[src/rtl/fetch_pkg.sv]
// Shared types and constants for the instruction-fetch stage and its skid buffer.
package fetch_pkg;

  typedef enum logic [1:0] {
    FETCH = 2'd0,
    HOLD  = 2'd1,
    DRAIN = 2'd2
  } fetch_state_t;

  localparam int          PC_WIDTH_DEF     = 32;
  localparam int          INST_WIDTH_DEF   = 32;
  localparam logic [31:0] NOP_INST_DEFAULT = 32'h0000_0000;

  // IF/ID bundle layout: {pc, inst}
  localparam int IFID_WIDTH    = PC_WIDTH_DEF + INST_WIDTH_DEF;
  localparam int IFID_PC_LSB   = 32;
  localparam int IFID_INST_LSB = 0;

endpackage

[src/rtl/fetch_skid.sv]
// One-entry holding register for a fetched {pc, inst} bundle that decode could not accept.
module fetch_skid
  import fetch_pkg::*;
#(
  parameter int WIDTH = IFID_WIDTH
) (
  input  logic             clk,
  input  logic             rst,
  input  logic             load,
  input  logic             clear,
  input  logic [WIDTH-1:0] dataIn,
  output logic [WIDTH-1:0] dataOut,
  output logic             full
);

  logic [WIDTH-1:0] dataReg;

  // Only the occupancy flag needs reset; the payload is meaningless while empty.
  always_ff @(posedge clk) begin
    if (!rst) begin
      full <= 1'b0;
    end else if (clear) begin
      full <= 1'b0;
    end else if (load) begin
      full <= 1'b1;
    end
  end

  always_ff @(posedge clk) begin
    if (load && !clear) begin
      dataReg <= dataIn;
    end
  end

  assign dataOut = dataReg;

endmodule

[src/rtl/instruction_fetch.sv]
// IF stage: owns the PC, the instruction-memory handshake and the IF/ID register,
// honouring hazard stalls and EX-stage redirects.
module instruction_fetch
  import fetch_pkg::*;
#(
  parameter int                    PC_WIDTH   = PC_WIDTH_DEF,
  parameter int                    INST_WIDTH = INST_WIDTH_DEF,
  parameter logic [PC_WIDTH-1:0]   RESET_PC   = '0,
  parameter int                    PC_STEP    = 1,
  parameter logic [INST_WIDTH-1:0] NOP_INST   = NOP_INST_DEFAULT
) (
  input  logic                           clk,
  input  logic                           rst,
  input  logic                           stall,
  input  logic                           branch_taken,
  input  logic [PC_WIDTH-1:0]            branch_target,
  output logic                           imem_req,
  output logic [PC_WIDTH-1:0]            imem_addr,
  input  logic                           imem_valid,
  input  logic [INST_WIDTH-1:0]          imem_rdata,
  output logic [PC_WIDTH+INST_WIDTH-1:0] ifid_out,
  output logic                           ifid_valid,
  output logic [PC_WIDTH-1:0]            pc_current
);

  localparam int IfidW = PC_WIDTH + INST_WIDTH;

  fetch_state_t          state, stateNext;
  logic [PC_WIDTH-1:0]   pc, pcNext, pcInc;
  logic [PC_WIDTH-1:0]   drainAddr, drainAddrNext;
  logic [IfidW-1:0]      ifidReg, ifidNext;
  logic                  ifidValidReg, ifidValidNext;
  logic                  skidLoad, skidClear, skidFull;
  logic [IfidW-1:0]      skidData;

  assign pcInc = pc + PC_WIDTH'(PC_STEP);

  fetch_skid #(
    .WIDTH(IfidW)
  ) uSkid (
    .clk    (clk),
    .rst    (rst),
    .load   (skidLoad),
    .clear  (skidClear),
    .dataIn ({pc, imem_rdata}),
    .dataOut(skidData),
    .full   (skidFull)
  );

  always_comb begin
    stateNext     = state;
    pcNext        = pc;
    drainAddrNext = drainAddr;
    ifidNext      = ifidReg;
    ifidValidNext = ifidValidReg;
    skidLoad      = 1'b0;
    skidClear     = 1'b0;

    if (branch_taken) begin
      pcNext        = branch_target;
      ifidNext      = {branch_target, NOP_INST};
      ifidValidNext = 1'b0;
      skidClear     = 1'b0 | 1'b1;
      // A request still in flight must be drained so its wrong-path data is dropped.
      if (state != HOLD && !imem_valid) begin
        stateNext = DRAIN;
      end else begin
        stateNext = FETCH;
      end
      if (state == FETCH && !imem_valid) begin
        drainAddrNext = pc;
      end
    end else begin
      // Consumer took whatever was in IF/ID unless it stalled.
      if (!stall) begin
        ifidValidNext = 1'b0;
      end
      unique case (state)
        FETCH: begin
          if (imem_valid) begin
            pcNext = pcInc;
            if (!stall) begin
              ifidNext      = {pc, imem_rdata};
              ifidValidNext = 1'b1;
            end else begin
              skidLoad  = 1'b1;
              stateNext = HOLD;
            end
          end
        end
        HOLD: begin
          if (!stall) begin
            ifidNext      = skidData;
            ifidValidNext = skidFull;
            skidClear     = 1'b1;
            stateNext     = FETCH;
          end
        end
        DRAIN: begin
          if (imem_valid) begin
            stateNext = FETCH;
          end
        end
        default: stateNext = FETCH;
      endcase
    end
  end

  // IF/ID pipeline boundary and fetch control state
  always_ff @(posedge clk) begin
    if (!rst) begin
      state        <= FETCH;
      pc           <= RESET_PC;
      ifidReg      <= {RESET_PC, NOP_INST};
      ifidValidReg <= 1'b0;
    end else begin
      state        <= stateNext;
      pc           <= pcNext;
      ifidReg      <= ifidNext;
      ifidValidReg <= ifidValidNext;
    end
  end

  always_ff @(posedge clk) begin
    drainAddr <= drainAddrNext;
  end

  assign imem_req   = rst && (state != HOLD);
  assign imem_addr  = (state == DRAIN) ? drainAddr : pc;
  assign ifid_out   = ifidReg;
  assign ifid_valid = ifidValidReg;
  assign pc_current = pc;

endmodule

[config.mk]
export PLATFORM = sky130hd
export DESIGN_NAME = instruction_fetch
export DESIGN_NICKNAME = d
export VERILOG_FILES = /design/src/rtl/fetch_pkg.sv /design/src/rtl/fetch_skid.sv /design/src/rtl/instruction_fetch.sv
export SDC_FILE = /design/constraint.sdc
export NUM_CORES = 1
export LEC_CHECK = 0
export ABC_AREA = 1
export CAP_MARGIN = 20
export CORE_UTILIZATION = 35
export CTS_CLUSTER_DIAMETER = 150
export CTS_CLUSTER_SIZE = 30
export DETAILED_ROUTE_END_ITERATION = 16
export GPL_ROUTABILITY_DRIVEN = 0
export GPL_TIMING_DRIVEN = 0
export SLEW_MARGIN = 25
export SYNTH_ARGS = -nofsm -noshare
export SYNTH_HDL_FRONTEND = slang
export SYNTH_SLANG_ARGS = --single-unit
[constraint.sdc]
create_clock -name clk -period 6.3 [get_ports clk]
set_input_delay 1.26 -clock clk [delete_from_list [all_inputs] [get_ports clk]]
set_output_delay 1.26 -clock clk [all_outputs]
set_load 0.01 [all_outputs]
==> out/qor.txt, run 1 <==
Clock skew -> 0.009827 ns
Status -> complete, no violations
Area of the die -> 0.02535 sq mm
Synthesized area per cell -> 8.748 sq um
Main combinational cell family by area after synthesis -> simple AND/OR/NAND/NOR gates
Filler cells -> 2383
CORE AREA -> 0.02425 sq mm
Rows -> 57
GRT overflow -> 0
Post-synthesis net count -> 1059
GRT Util Overall -> 0.2314
Crit start category -> primary input
Slew HR -> 0.5102
Hold slack -> 0.4728 ns
Final net count -> 1280
Vias -> 7949
Final period util -> 0.7206
Post-CTS Hold Buffers -> 0
Post-synthesis compound-gate area fraction -> 0.1809
Setup TNS -> 0 ns
Setup-failing EPs final -> 0
Initial Utilization -> 0.3568
DR WL/cell -> 18.72 microns
CTS H-tree lvls -> 4
Pin count of the biggest net entering global routing -> 44
Root Buffer -> clkbuf_16
Clock Tree Buf Depth -> 2
Slew Limit Fails -> 0
Post-synthesis xor/xnor area fraction -> 0.004049
Most common cell after layout, fill and taps aside -> clkdlybuf4s50_1
Crit path max fanout -> 10
Final min period -> 4.540 ns
Vias per Instance -> 5.138
Mux cell area share after synthesis -> 0.001302
Worst EP required -> 5.04 ns
RSZ-0062 raised after global routing -> false
WL final -> 28950 microns
Syn Inst Count -> 989
Synth Area in Simple Gates -> 0.1877
Lkg Pwr -> 0.004248 uW
Post-CTS Setup Bufs -> 0
Critical setup path kind -> in -> out
Synth Area in Adders -> 0.001446
Pre-antenna DRT Iters -> 5
Synthesized flop and latch total -> 196
First-pass GRT wire length -> 44870 microns
FF/Latch Area -> 0.004885 sq mm
Detail Placement HPWL -> 20750 microns
Synth Cell Area -> 0.008652 sq mm
Worst-Margin Slew -> 0.7346 ns
Synth cell types -> 38
Fraction of layout cells with a size suffix above 1 -> 0.08177
Seq/Total Area, Yosys -> 0.5646
# DRC -> 0
MaxCap Viol Count -> 0
Reg clk slew, reported paths -> 0.07 ns
Worst Hold Class -> reg -> reg
Area grow syn2layout -> 35.07%
Final Hold Viols -> 0
Worst Setup End Kind -> output port
TritonCTS clock tree -> yes
ANT cells -> 0
Die Height -> 159.2 microns
Arr. time, crit path -> 3.28 ns
Fmax -> 220.3 MHz
Post-CTS resize count -> 0
ANT nets after route -> 0
Port Buffer Count -> 197
Vias in the first global route -> 7696
CTS buffer count -> 17
Pwr/cell area -> 257.4 mW/mm^2
Detailed router's first-iteration violation count -> 705
Worst skew pair latency -> 0.43 ns
Commonest cells after routing, fill and taps aside -> 197 x clkdlybuf4s50_1, 192 x nand2_1, 116 x nor2_1
Io pins -> 199
Die width -> 159.2 microns
Initial antenna violation count -> 0
Area of the multi-input gates -> 0.003253 sq mm
Clock Sinks -> 196
Peak supply drop -> 0.0001438 V
Yosys warnings -> 0
registers in the layout, indices dropped and copies added (netlist names):
register / count
drainAddr: 32
pc_current: 32
uSkid.full: 1
ifid_valid: 1
ifid_out: 64
state: 2
uSkid.dataOut: 64
cells by family (layout without fill, tap and decap cells):
family	Yosys count	after routing
AOI/OAI and AO/OA	280	280
xor gates and xnor gates	4	4
adders and majority gates	1	1
buffers and inverters	124	358
DFF	196	196
muxes	1	1
and+or+nand+nor	383	383
routing by layer:
| layer | up-vias | share of wire | track usage |
|---|---|---|---|
| met3 | 41 | 0.092 | 0.05600 |
| li1 | 3828 | - | - |
| met2 | 332 | 0.45 | 0.3628 |
| met4 | 0 | 0.024 | 0.07955 |
| met5 | - | 0 | 0 |
| met1 | 3748 | 0.43 | 0.3120 |
layout make-up:
type,instances,share of cell area
timing repair buffer,202,0.1740
buffer,54,0.02195
sequential,196,0.4180
tap,324,0.03469
inverter,70,0.02270
multi-input combinational,669,0.2784
clock buffer,17,0.03640
clock inverter,15,0.01392
worst max-delay path, cell delays in order:
cell and delay, ns:
clkdlybuf4s50_1 0.55, inv_2 0.27, clkbuf_1 0.55, nor2_1 0.10, clkdlybuf4s50_1 0.54
through the flow:
| step | cell area [sq um] | std cells | setup WS [ns] | power, uW | util |
|---|---|---|---|---|---|
| floorplan | 8652 | 989 | 1.737 | 1665 | - |
| global placement | 11030 | 1510 | -0.4097 | 1921 | 0.4549 |
| detailed placement | 11100 | 1515 | 1.783 | 1926 | 0.4577 |
| CTS | 11690 | 1547 | 1.783 | 3026 | 0.4819 |
| global route | 11690 | 1547 | 1.687 | 3122 | 0.4819 |
| finish | 11690 | 1547 | 1.760 | 3008 | 0.4819 |
cell usage after synthesis:
library cell | number | area share
a2111oi_0 | 2 | 0.0020
mux2_2 | 1 | 0.0013
o21a_1 | 1 | 0.00087
clkbuf_1 | 30 | 0.013
nand4_1 | 4 | 0.0029
nor3_1 | 9 | 0.0052
nand2_1 | 192 | 0.083
buf_4 | 2 | 0.0017
o211ai_1 | 1 | 0.00087
ha_1 | 1 | 0.0014
xor2_1 | 4 | 0.0040
a21oi_1 | 106 | 0.061
edfxtp_1 | 96 | 0.33
a31oi_1 | 40 | 0.029
nor2_1 | 116 | 0.050
nand2_2 | 7 | 0.0051
a211oi_1 | 10 | 0.0087
o21ai_0 | 88 | 0.051
a221oi_1 | 1 | 0.0010
inv_1 | 59 | 0.026
nand3_2 | 2 | 0.0023
o21ai_2 | 1 | 0.0010
o31ai_1 | 2 | 0.0017
a21boi_0 | 21 | 0.018
o21ai_1 | 6 | 0.0035
nor2_8 | 1 | 0.0023
inv_2 | 11 | 0.0048
nand3_1 | 37 | 0.021
clkbuf_2 | 4 | 0.0023
buf_2 | 15 | 0.0087
nor2_4 | 5 | 0.0065
nand2_4 | 2 | 0.0026
a21oi_4 | 1 | 0.0019
and2_1 | 1 | 0.00072
nor2_2 | 6 | 0.0043
or2_2 | 1 | 0.00072
dfxtp_1 | 100 | 0.23
buf_6 | 3 | 0.0039
final timing paths:
| kind | from | end | depth (start not counted) | slack (ns) |
|---|---|---|---|---|
| worst max-delay path | rst | imem_req | 5 | 1.76 |
| worst min-delay path | ifid_valid$_SDFF_PP0_ | ifid_valid$_SDFF_PP0_ | 2 | 0.47 |
| worst max register to register | state[1]$_SDFFE_PN0P_ | uSkid.dataOut[59]$_DFFE_PP_ | 6 | 4.12 |
| worst min register to register | ifid_valid$_SDFF_PP0_ | ifid_valid$_SDFF_PP0_ | 2 | 0.47 |
power breakdown:
part	internal [uW]	switching [uW]	total [uW]	leakage [uW]
Clock	566	544	1110	0.000283
Combinational	207	236	443	0.00225
Sequential	1400	51.8	1460	0.00172
Total	2180	831	3010	0.00425
No activity file was read; power rests on OpenSTA's default activity.
==> run 2, diff against run 1 <==
==> constraint.sdc (replaced) <==
create_clock -name clk -period 4.04 [get_ports clk]
set_input_delay 0.808 -clock clk [delete_from_list [all_inputs] [get_ports clk]]
set_output_delay 0.808 -clock clk [all_outputs]
set_load 0.01 [all_outputs]
==> run 2 against run 1 <==
Routed wire length grew 1.0%. Global-route usage barely moved. Sequential share of layout area shrank 0.24 points. Combinational power rose by 57%. Critical endpoint unchanged.
==> out/qor.txt, run 2 (synthesis results as in run 1) <==
Post-CTS Setup Bufs -> 0
Final min period -> 3.712 ns
Worst Setup End Kind -> output port
Crit path from -> rst
Final net count -> 1278
WL final -> 29250 microns
Finished Core Util -> 0.4847
Lkg Pwr -> 0.004276 uW
Pwr/cell area -> 413.3 mW/mm^2
Vias -> 7925
Hold slack -> 0.4786 ns
Vias per Instance -> 5.129
Post-route design area -> 0.01175 sq mm
GRT overflow -> 0
Initial Utilization -> 0.3568
Area of the die -> 0.02535 sq mm
Status -> complete, no violations
Setup-failing EPs final -> 0
Post-CTS resize count -> 0
Fraction of layout cells with a size suffix above 1 -> 0.08108
Die Height -> 159.2 microns
Crit start category -> primary input
Worst skew pair latency -> 0.45 ns
Crit path max fanout -> 10
Initial antenna violation count -> 0
DR WL/cell -> 18.93 microns
Slew HR -> 0.4507
Slew Limit Fails -> 0
Worst Hold Class -> reg -> reg
Final Hold Viols -> 0
Critical setup path kind -> in -> out
Area grow syn2layout -> 35.83%
Most common cell after layout, fill and taps aside -> clkdlybuf4s50_1
FF-to-FF Start -> state[1]$_SDFFE_PN0P_
GRT Max-Usage Layer -> met2
Post-CTS Hold Buffers -> 0
Post-DP Area -> 0.01109 sq mm
MaxCap Viol Count -> 0
ANT nets after route -> 0
Clock Sinks -> 196
RSZ-0062 raised after global routing -> false
Commonest cells after routing, fill and taps aside -> 197 x clkdlybuf4s50_1, 192 x nand2_1, 116 x nor2_1
Root Buffer -> clkbuf_16
Pin count of the biggest net entering global routing -> 37
TritonCTS clock tree -> yes
Met1 Resource Use GR -> 0.3081
CTS H-tree lvls -> 4
First-pass GRT wire length -> 44890 microns
Arr. time, crit path -> 2.90 ns
Worst EP required -> 3.23 ns
Reg clk slew, reported paths -> 0.07 ns
Setup TNS -> 0 ns
Fmax -> 269.4 MHz
Final period util -> 0.9189
Final WS setup -> 0.3276 ns
Die width -> 159.2 microns
Worst hold start -> ifid_valid$_SDFF_PP0_
Pre-CTS setup slack -> 0.4413 ns
Clock skew -> 0.01046 ns
Vias in the first global route -> 7534
Pre-antenna DRT Iters -> 5
Io pins -> 199
Rows -> 57
Detailed router's first-iteration violation count -> 746
Clock Tree Buf Depth -> 2
GR Util met2 -> 0.3608
ANT cells -> 0
CORE AREA -> 0.02425 sq mm
# DRC -> 0
Worst-Margin Slew -> 0.8213 ns
GRT Util Overall -> 0.2309
CTS buffer count -> 17
Peak supply drop -> 0.0002493 V
Detail Placement HPWL -> 20720 microns
GR met3 Demand/Resource -> 0.06747
Port Buffer Count -> 197
[run 2: cell count changes in the layout (fill, tap and decap cells not counted), sizes merged]
cell      previous run  this run
buf                 25        23
bufinv               1         3
clkinv               3         5
clkinvlp             2         0
inv                 79        77
[run 2: where the power goes]
| group | leakage (uW) | total, uW | internal (uW) | switching (uW) |
|---|---|---|---|---|
| Sequential | 0.00172 | 2270 | 2190 | 80.4 |
| Clock | 0.000321 | 1890 | 1020 | 871 |
| Combinational | 0.00224 | 695 | 322 | 373 |
| Total | 0.00428 | 4860 | 3530 | 1330 |
[run 2: path summary, 6_finish.rpt]
check,to,slack [ns],depth (start not counted)
max,imem_req,0.33,5
min,ifid_valid$_SDFF_PP0_,0.48,2
max reg2reg,uSkid.dataOut[62]$_DFFE_PP_,1.79,6
min reg2reg,ifid_valid$_SDFF_PP0_,0.48,2
[run 2: area by class of cell]
| class | count | area, sq um |
|---|---|---|
| Buffer | 54 | 256.5 |
| Sequential cell | 196 | 4885 |
| Multi-Input combinational cell | 669 | 3259 |
| Timing Repair Buffer | 200 | 2018 |
| Clock inverter | 15 | 237.7 |
| Fill cell | 2355 | 12500 |
| Tap cell | 324 | 405.4 |
| Inverter | 70 | 265.3 |
| Clock buffer | 17 | 425.4 |
[run 2: stage by stage]
step           power, uW  cells
2_1_floorplan       2597    989
3_3_place_gp        2995   1510
3_5_place_dp        3004   1513
4_1_cts             4874   1545
5_1_grt             5035   1545
6_report            4857   1545
[run 2: worst max-delay path, cell delays in order]
cell	delay, ns
clkdlybuf4s50_1	0.53
inv_2	0.25
clkbuf_1	0.64
nor2_1	0.15
clkdlybuf4s50_1	0.52
[run 2: metal layers]
layer	vias up	part of all wire
li1	3824	-
met1	3713	0.44
met2	353	0.45
met3	35	0.088
met4	0	0.021
met5	-	0
